## src/rtl/agc_timing_if.sv

```systemverilog
// Bundle of the timing generator's control inputs and timing outputs.
// The slave modport is the generator; the master modport is its controller or observer.
interface agc_timing_if #(
   parameter int NP = 5,
   parameter int NF = 4
);
   logic          STOP;
   logic          GO;
   logic          STEP;
   logic [3:0]    PHS;
   logic          RT;
   logic          CT;
   logic          WT;
   logic          ODDSET;
   logic          EVNSET;
   logic [NP-1:0] P;
   logic [3:0]    SB;
   logic          EDSET;
   logic [NF-1:0] FS;
   logic          GOJAM_;

   modport master (
      output STOP, GO, STEP,
      input  PHS, RT, CT, WT, ODDSET, EVNSET, P, SB, EDSET, FS, GOJAM_
   );

   modport slave (
      input  STOP, GO, STEP,
      output PHS, RT, CT, WT, ODDSET, EVNSET, P, SB, EDSET, FS, GOJAM_
   );
endinterface

```

## src/rtl/agc_timing_gen.sv

```systemverilog
// Phase-slot divider, 4-phase sequencer, NP-stage Johnson ring, F-scaler and GOJAM FSM.
// Optional single-step while halted is enabled by defining TIMER_SSTEP_EN.
module agc_timing_gen #(
   parameter int PH_DIV    = 1,
   parameter int NP        = 5,
   parameter int NF        = 4,
   parameter int GOJAM_LEN = 2
) (
   input  logic        SIM_CLK,
   input  logic        SIM_RST_,
   agc_timing_if.slave bus
);

   localparam int DIV_W = (PH_DIV > 1) ? $clog2(PH_DIV) : 1;
   localparam int JAM_W = (GOJAM_LEN > 1) ? $clog2(GOJAM_LEN) : 1;
   localparam int KMAX  = 2 * NP - 1;

   typedef enum logic [1:0] {
      ST_START = 2'd0,
      ST_RUN   = 2'd1,
      ST_HALT  = 2'd2
   } state_t;

   // Ring pattern for Johnson index k: k ones from the bottom, then zeros shifting in.
   function automatic logic [NP-1:0] jpat(input int k);
      logic [NP-1:0] r;
      r = '0;
      for (int b = 0; b < NP; b++) begin
         r[b] = (k <= NP) ? (b < k) : (b >= k - NP);
      end
      return r;
   endfunction

   logic [DIV_W-1:0] div_q, div_d;
   logic [3:0]       phs_q, phs_d;
   logic [NP-1:0]    p_q, p_d;
   logic [NF-1:0]    fs_q, fs_d;
   logic [JAM_W-1:0] jam_q, jam_d;
   state_t           state_q, state_d;
   logic             odd_q, odd_d;
   logic             evn_q, evn_d;
   logic             div_term;
   logic             rse;
   logic             adv;
   logic             at_end;
   logic             step_go;
   logic [3:0]       sb;

   assign div_term = (div_q == DIV_W'(PH_DIV - 1));
   assign rse      = div_term & phs_q[3];
   assign at_end   = (p_q == jpat(KMAX));

   always_comb begin
      div_d = div_q + DIV_W'(1);
      phs_d = phs_q;
      if (div_term) begin
         div_d = '0;
         phs_d = {phs_q[2:0], phs_q[3]};
      end
   end

   always_comb begin
      state_d = state_q;
      jam_d   = jam_q;
      adv     = 1'b0;
      if (bus.GO) begin
         state_d = ST_START;
         jam_d   = '0;
      end else begin
         case (state_q)
            ST_START: begin
               if (rse) begin
                  if (jam_q == JAM_W'(GOJAM_LEN - 1)) begin
                     state_d = ST_RUN;
                     jam_d   = '0;
                  end else begin
                     jam_d = jam_q + JAM_W'(1);
                  end
               end
            end
            ST_RUN: begin
               if (rse) begin
                  if (bus.STOP) begin
                     state_d = ST_HALT;
                  end else begin
                     adv = 1'b1;
                  end
               end
            end
            ST_HALT: begin
               if (rse) begin
                  if (!bus.STOP) begin
                     state_d = ST_RUN;
                     adv     = 1'b1;
                  end else if (step_go) begin
                     adv = 1'b1;
                  end
               end
            end
            default: begin
               state_d = ST_START;
               jam_d   = '0;
            end
         endcase
      end
   end

   // Parity of a Johnson index equals the XOR of its ring bits, so the
   // destination of an advance is odd exactly when the current ring XOR is 0.
   always_comb begin
      p_d   = p_q;
      fs_d  = fs_q;
      odd_d = 1'b0;
      evn_d = 1'b0;
      if (bus.GO || state_q == ST_START) begin
         p_d = '0;
      end else if (adv) begin
         p_d   = {p_q[NP-2:0], ~p_q[NP-1]};
         odd_d = ~(^p_q);
         evn_d = ^p_q;
         if (at_end) begin
            fs_d = fs_q + NF'(1);
         end
      end
   end

   always_ff @(posedge SIM_CLK or negedge SIM_RST_) begin
      if (!SIM_RST_) begin
         div_q   <= '0;
         phs_q   <= 4'b0001;
         p_q     <= '0;
         fs_q    <= '0;
         jam_q   <= '0;
         state_q <= ST_START;
         odd_q   <= 1'b0;
         evn_q   <= 1'b0;
      end else begin
         div_q   <= div_d;
         phs_q   <= phs_d;
         p_q     <= p_d;
         fs_q    <= fs_d;
         jam_q   <= jam_d;
         state_q <= state_d;
         odd_q   <= odd_d;
         evn_q   <= evn_d;
      end
   end

`ifdef TIMER_SSTEP_EN
   logic step_q;
   logic armed_q, armed_d;
   logic step_rise;

   assign step_rise = bus.STEP & ~step_q;
   assign step_go   = armed_q;

   // One armed advance per STEP edge; consumed by any advance taken in HALT.
   always_comb begin
      armed_d = armed_q;
      if (bus.GO) begin
         armed_d = 1'b0;
      end else if (state_q == ST_HALT) begin
         if (adv) begin
            armed_d = 1'b0;
         end else if (step_rise) begin
            armed_d = 1'b1;
         end
      end else begin
         armed_d = 1'b0;
      end
   end

   always_ff @(posedge SIM_CLK or negedge SIM_RST_) begin
      if (!SIM_RST_) begin
         step_q  <= 1'b0;
         armed_q <= 1'b0;
      end else begin
         step_q  <= bus.STEP;
         armed_q <= armed_d;
      end
   end
`else
   logic unused_step;
   assign unused_step = bus.STEP;
   assign step_go     = 1'b0;
`endif

   genvar gi;
   generate
      for (gi = 0; gi < 4; gi++) begin : g_sb
         if (2 * gi + 1 < 2 * NP) begin : g_on
            assign sb[gi] = (p_q == jpat(2 * gi + 1));
         end else begin : g_off
            assign sb[gi] = 1'b0;
         end
      end
   endgenerate

   assign bus.PHS    = phs_q;
   assign bus.RT     = phs_q[0];
   assign bus.CT     = phs_q[1];
   assign bus.WT     = phs_q[2];
   assign bus.ODDSET = odd_q;
   assign bus.EVNSET = evn_q;
   assign bus.P      = p_q;
   assign bus.SB     = sb;
   assign bus.EDSET  = at_end;
   assign bus.FS     = fs_q;
   assign bus.GOJAM_ = (state_q != ST_START);

endmodule

```

## src/flat_wrapper.sv

```systemverilog
// flat-port wrapper written by rule: the top's interface ports become plain ports
module agc_timing_gen_flat 
#(
   parameter int PH_DIV    = 1,
   parameter int NP        = 5,
   parameter int NF        = 4,
   parameter int GOJAM_LEN = 2
)
  (SIM_CLK, SIM_RST_, bus_STOP, bus_GO, bus_STEP, bus_PHS, bus_RT, bus_CT, bus_WT, bus_ODDSET, bus_EVNSET, bus_P, bus_SB, bus_EDSET, bus_FS, bus_GOJAM_);
  agc_timing_if #(.NP(NP), .NF(NF)) bus_i ();
  input  logic SIM_CLK;
  input  logic SIM_RST_;
  input wire logic [$bits(bus_i.STOP)-1:0] bus_STOP;
  input wire logic [$bits(bus_i.GO)-1:0] bus_GO;
  input wire logic [$bits(bus_i.STEP)-1:0] bus_STEP;
  output wire logic [$bits(bus_i.PHS)-1:0] bus_PHS;
  output wire logic [$bits(bus_i.RT)-1:0] bus_RT;
  output wire logic [$bits(bus_i.CT)-1:0] bus_CT;
  output wire logic [$bits(bus_i.WT)-1:0] bus_WT;
  output wire logic [$bits(bus_i.ODDSET)-1:0] bus_ODDSET;
  output wire logic [$bits(bus_i.EVNSET)-1:0] bus_EVNSET;
  output wire logic [$bits(bus_i.P)-1:0] bus_P;
  output wire logic [$bits(bus_i.SB)-1:0] bus_SB;
  output wire logic [$bits(bus_i.EDSET)-1:0] bus_EDSET;
  output wire logic [$bits(bus_i.FS)-1:0] bus_FS;
  output wire logic [$bits(bus_i.GOJAM_)-1:0] bus_GOJAM_;
  assign bus_i.STOP = bus_STOP;
  assign bus_i.GO = bus_GO;
  assign bus_i.STEP = bus_STEP;
  assign bus_PHS = bus_i.PHS;
  assign bus_RT = bus_i.RT;
  assign bus_CT = bus_i.CT;
  assign bus_WT = bus_i.WT;
  assign bus_ODDSET = bus_i.ODDSET;
  assign bus_EVNSET = bus_i.EVNSET;
  assign bus_P = bus_i.P;
  assign bus_SB = bus_i.SB;
  assign bus_EDSET = bus_i.EDSET;
  assign bus_FS = bus_i.FS;
  assign bus_GOJAM_ = bus_i.GOJAM_;
  agc_timing_gen #(.PH_DIV(PH_DIV), .NP(NP), .NF(NF), .GOJAM_LEN(GOJAM_LEN)) u_core (.SIM_CLK(SIM_CLK), .SIM_RST_(SIM_RST_), .bus(bus_i));
endmodule
```

## config.mk

```make
export PLATFORM = sky130hd
export DESIGN_NAME = agc_timing_gen_flat
export DESIGN_NICKNAME = d
export VERILOG_FILES = /design/src/rtl/agc_timing_if.sv /design/src/rtl/agc_timing_gen.sv /design/src/flat_wrapper.sv
export SDC_FILE = /design/constraint.sdc
export NUM_CORES = 1
export LEC_CHECK = 0
export ABC_AREA = 1
export CELL_PAD_IN_SITES_DETAIL_PLACEMENT = 2
export CELL_PAD_IN_SITES_GLOBAL_PLACEMENT = 2
export CORE_UTILIZATION = 25
export CTS_BUF_LIST = sky130_fd_sc_hd__clkbuf_8
export DETAILED_ROUTE_END_ITERATION = 8
export PLACE_DENSITY = 0.83
export SLEW_MARGIN = 15
export SYNTH_ARGS = -nofsm -noshare
export SYNTH_HDL_FRONTEND = slang
export SYNTH_SLANG_ARGS = --single-unit
```

## constraint.sdc

```tcl
create_clock -name SIM_CLK -period 1.4 [get_ports SIM_CLK]
set_clock_uncertainty 0.05 [all_clocks]
set_input_delay 0.28 -clock SIM_CLK [delete_from_list [all_inputs] [get_ports SIM_CLK]]
set_output_delay 0.28 -clock SIM_CLK [all_outputs]
set_load 0.05 [all_outputs]
```

==> impl_metrics.toml <==
[cts]
clk_path_buf_depth = 2
htreeDepth = 1
clk_latency_ns = 0.26
clk_pin_slew_worst_paths_ns = 0.08
cts.sinks = 18
holdBufCountCts = 0
cts_tree = "built"
cts_buffers = 3
root_buffer = "clkbuf_8"

[global_route]
grt_pass1_wl_um = 6589
antenna_found_initial = 0
grt_usage_pct = 21.20
grt_overflow_total = 0
grt_start_max_net_pins = 19
grt_pass1_vias = 1218

[setup_path]
cp.required_ns = 1.07
critPathTopFamily = "flip-flops"
critical_path.endpoint_type = "output pin"
cp_data_arrival_time_ns = 1.34
max_stage_delay_ns = 0.45
start_kind = "register"
crit_path_max_fanout = 3
cp_cell_sequence = "inv_2 -> ha_2 -> nand2_2 -> nor2_4 -> buf_12"
cp_num_buf_inv = 2
worstSetupPathType = "reg -> out"
crit_slowest_cell = "dfrtp_2"

[routing]
wl_per_cell_um = 21.98
num_vias = 1052
wl_um = 4924
drc = 0
dr.first_iter.drc_count = 16
antenna_left = 0
viasPerCell = 4.696
dr.pass1.iters = 4

[final_layout]
nNetsFinal = 193
final_cell_mix = "buf_4, buf_12, nand2_1"
fin_cells = 224
utilization_pct = 55.64
drive_gt1_share_pct = 67.05
areaGrowthSynthToFinish_pct = 106.8
num_antenna_cells = 0
layout_commonest_cell = "buf_4"

[placement]
dpl_worst_slack_ns = -0.2294
dp_cells = 205
gp_congestion = 0.7539
portBuffers = 27
hpwl_um = 2549

[sta]
setup_violations = 19
setup_ws_ns = -0.2687
period_share_pct = 119.2
fin_setup_tns_ns = -2.474
period_needed_ns = 1.669
rsz0062_at_grt = "true"
finalHoldViolCount = 0
slew_headroom_pct = 77.62
fmaxAchievable_mhz = 599.3
tightest_slew_ns = 0.3346
slew_violations = 0

[pwr]
p_leak_nw = 0.9603
power_mw = 2.152
ir_worst_vdd_v = 0.0007210
power_density_mw_per_mm2 = 1025

[flow_run]
drv_cap = 0

[synthesis]
synth_nets = 136
synth_area_leaders = "dfrtp_1, ha_1, nand2_1"
ys_types = 19
synthCells = 120
synth_top_area_share_pct = 41.92
ys.warnings.count = 0
synthArstFlopShare_pct = 100.0
seq_area_frac_synth_pct = 44.51
syn_avg_cell_area_um2 = 8.456
ys_seq_elements = 18
synth-edff-count = 0
synth_top_area_cell = "dfrtp_1"
netlist_area_mm2 = 0.001015
synth-main-ff-cell = "dfrtp_1"

[floorplanning]
die_h_um = 65.71
num_rows = 22
io_pins = 29
die-area_mm2 = 0.004318
die_w_um = 65.71
fp.coreArea_mm2 = 0.003771
start_util_pct = 26.91

[status]
status = "finished, violations left"
violations = "setup timing"

[min_path]
hold_class = "in -> async"
[synthesized netlist by cell type (2+ instances only)]
| master | number |
|---|---|
| inv_1 | 14 |
| nor2_1 | 8 |
| o21ai_0 | 5 |
| nor2_2 | 2 |
| buf_4 | 4 |
| nand2_2 | 4 |
| nand3_1 | 8 |
| ha_1 | 11 |
| nand2_1 | 36 |
| dfrtp_1 | 17 |
| a21oi_1 | 3 |
[sequential cells by signal (all words and copies together) (netlist names)]
name and cells:
u_core.bus.PHS 4, u_core.bus.P 5, u_core.bus.FS 4, u_core.bus.ODDSET 1, u_core.bus.EVNSET 1, u_core.jam_q 1
u_core.state_q 2
[metrics by stage]
stage	area, um2	hold WS (ns)
after global placement	1743	0.3894
final	2098	0.3092
after floorplan	1104	-0.06559
after CTS	1966	0.3323
after detailed placement	1743	0.3916
after global routing	2098	0.3217
[power by group]
group	internal (mW)	switching [mW]	leakage, nW	total (mW)
Clock	0.250	0.190	0.0288	0.441
Sequential	0.560	0.0369	0.236	0.597
Combinational	0.489	0.625	0.695	1.11
Total	1.30	0.853	0.960	2.15
[routing by layer]
layer  up-vias  wire length [um]  global-route usage, %
met3        10               171                  4.861
met2        36              2643                  40.05
li1        481                 -                      -
met5         -                 0                      0
met1       525              1992                  23.95
met4         0               116                  3.804
[area by class of cell]
cell class              count  area (um2)
clock buffers               4       55.05
fillers                   347        1673
inverters                  15       65.06
multi-input cells          82       709.4
flip-flops and latches     18       457.9
well taps                  48       60.06
repair buffers             57       750.7
[final timing paths]
kind | startpoint | to | slack (ns) | depth (start not counted)
min | SIM_RST_ | u_core.bus.P[4] | 0.31 | 2
min in group SIM_CLK | u_core.bus.PHS[0] | u_core.bus.PHS[1] | 0.40 | 0
max reg2reg | u_core.state_q[1] | u_core.bus.FS[0] | -0.20 | 7
min reg2reg | u_core.bus.PHS[0] | u_core.bus.PHS[1] | 0.40 | 0
max in group asynchronous | SIM_RST_ | u_core.bus.PHS[0] | 0.71 | 2
max | u_core.bus.P[3] | bus_SB[1] | -0.27 | 5
[timing repair]
action                     in CTS  in global routing
setup endpoints to repair      20                 22
pin swaps                       6                 13
gates resized for setup        25                 28
hold endpoints to repair        0                  0
setup buffers                  10                  6
[cells by family after synthesis]
family	share of synthesized area (%)
xor+xnor	1.727
simple gates	27.25
buf+inv	9.000
fa+ha+maj	13.56
compound gates	3.945
flops	44.51
No activity file was read; power rests on OpenSTA's default activity.
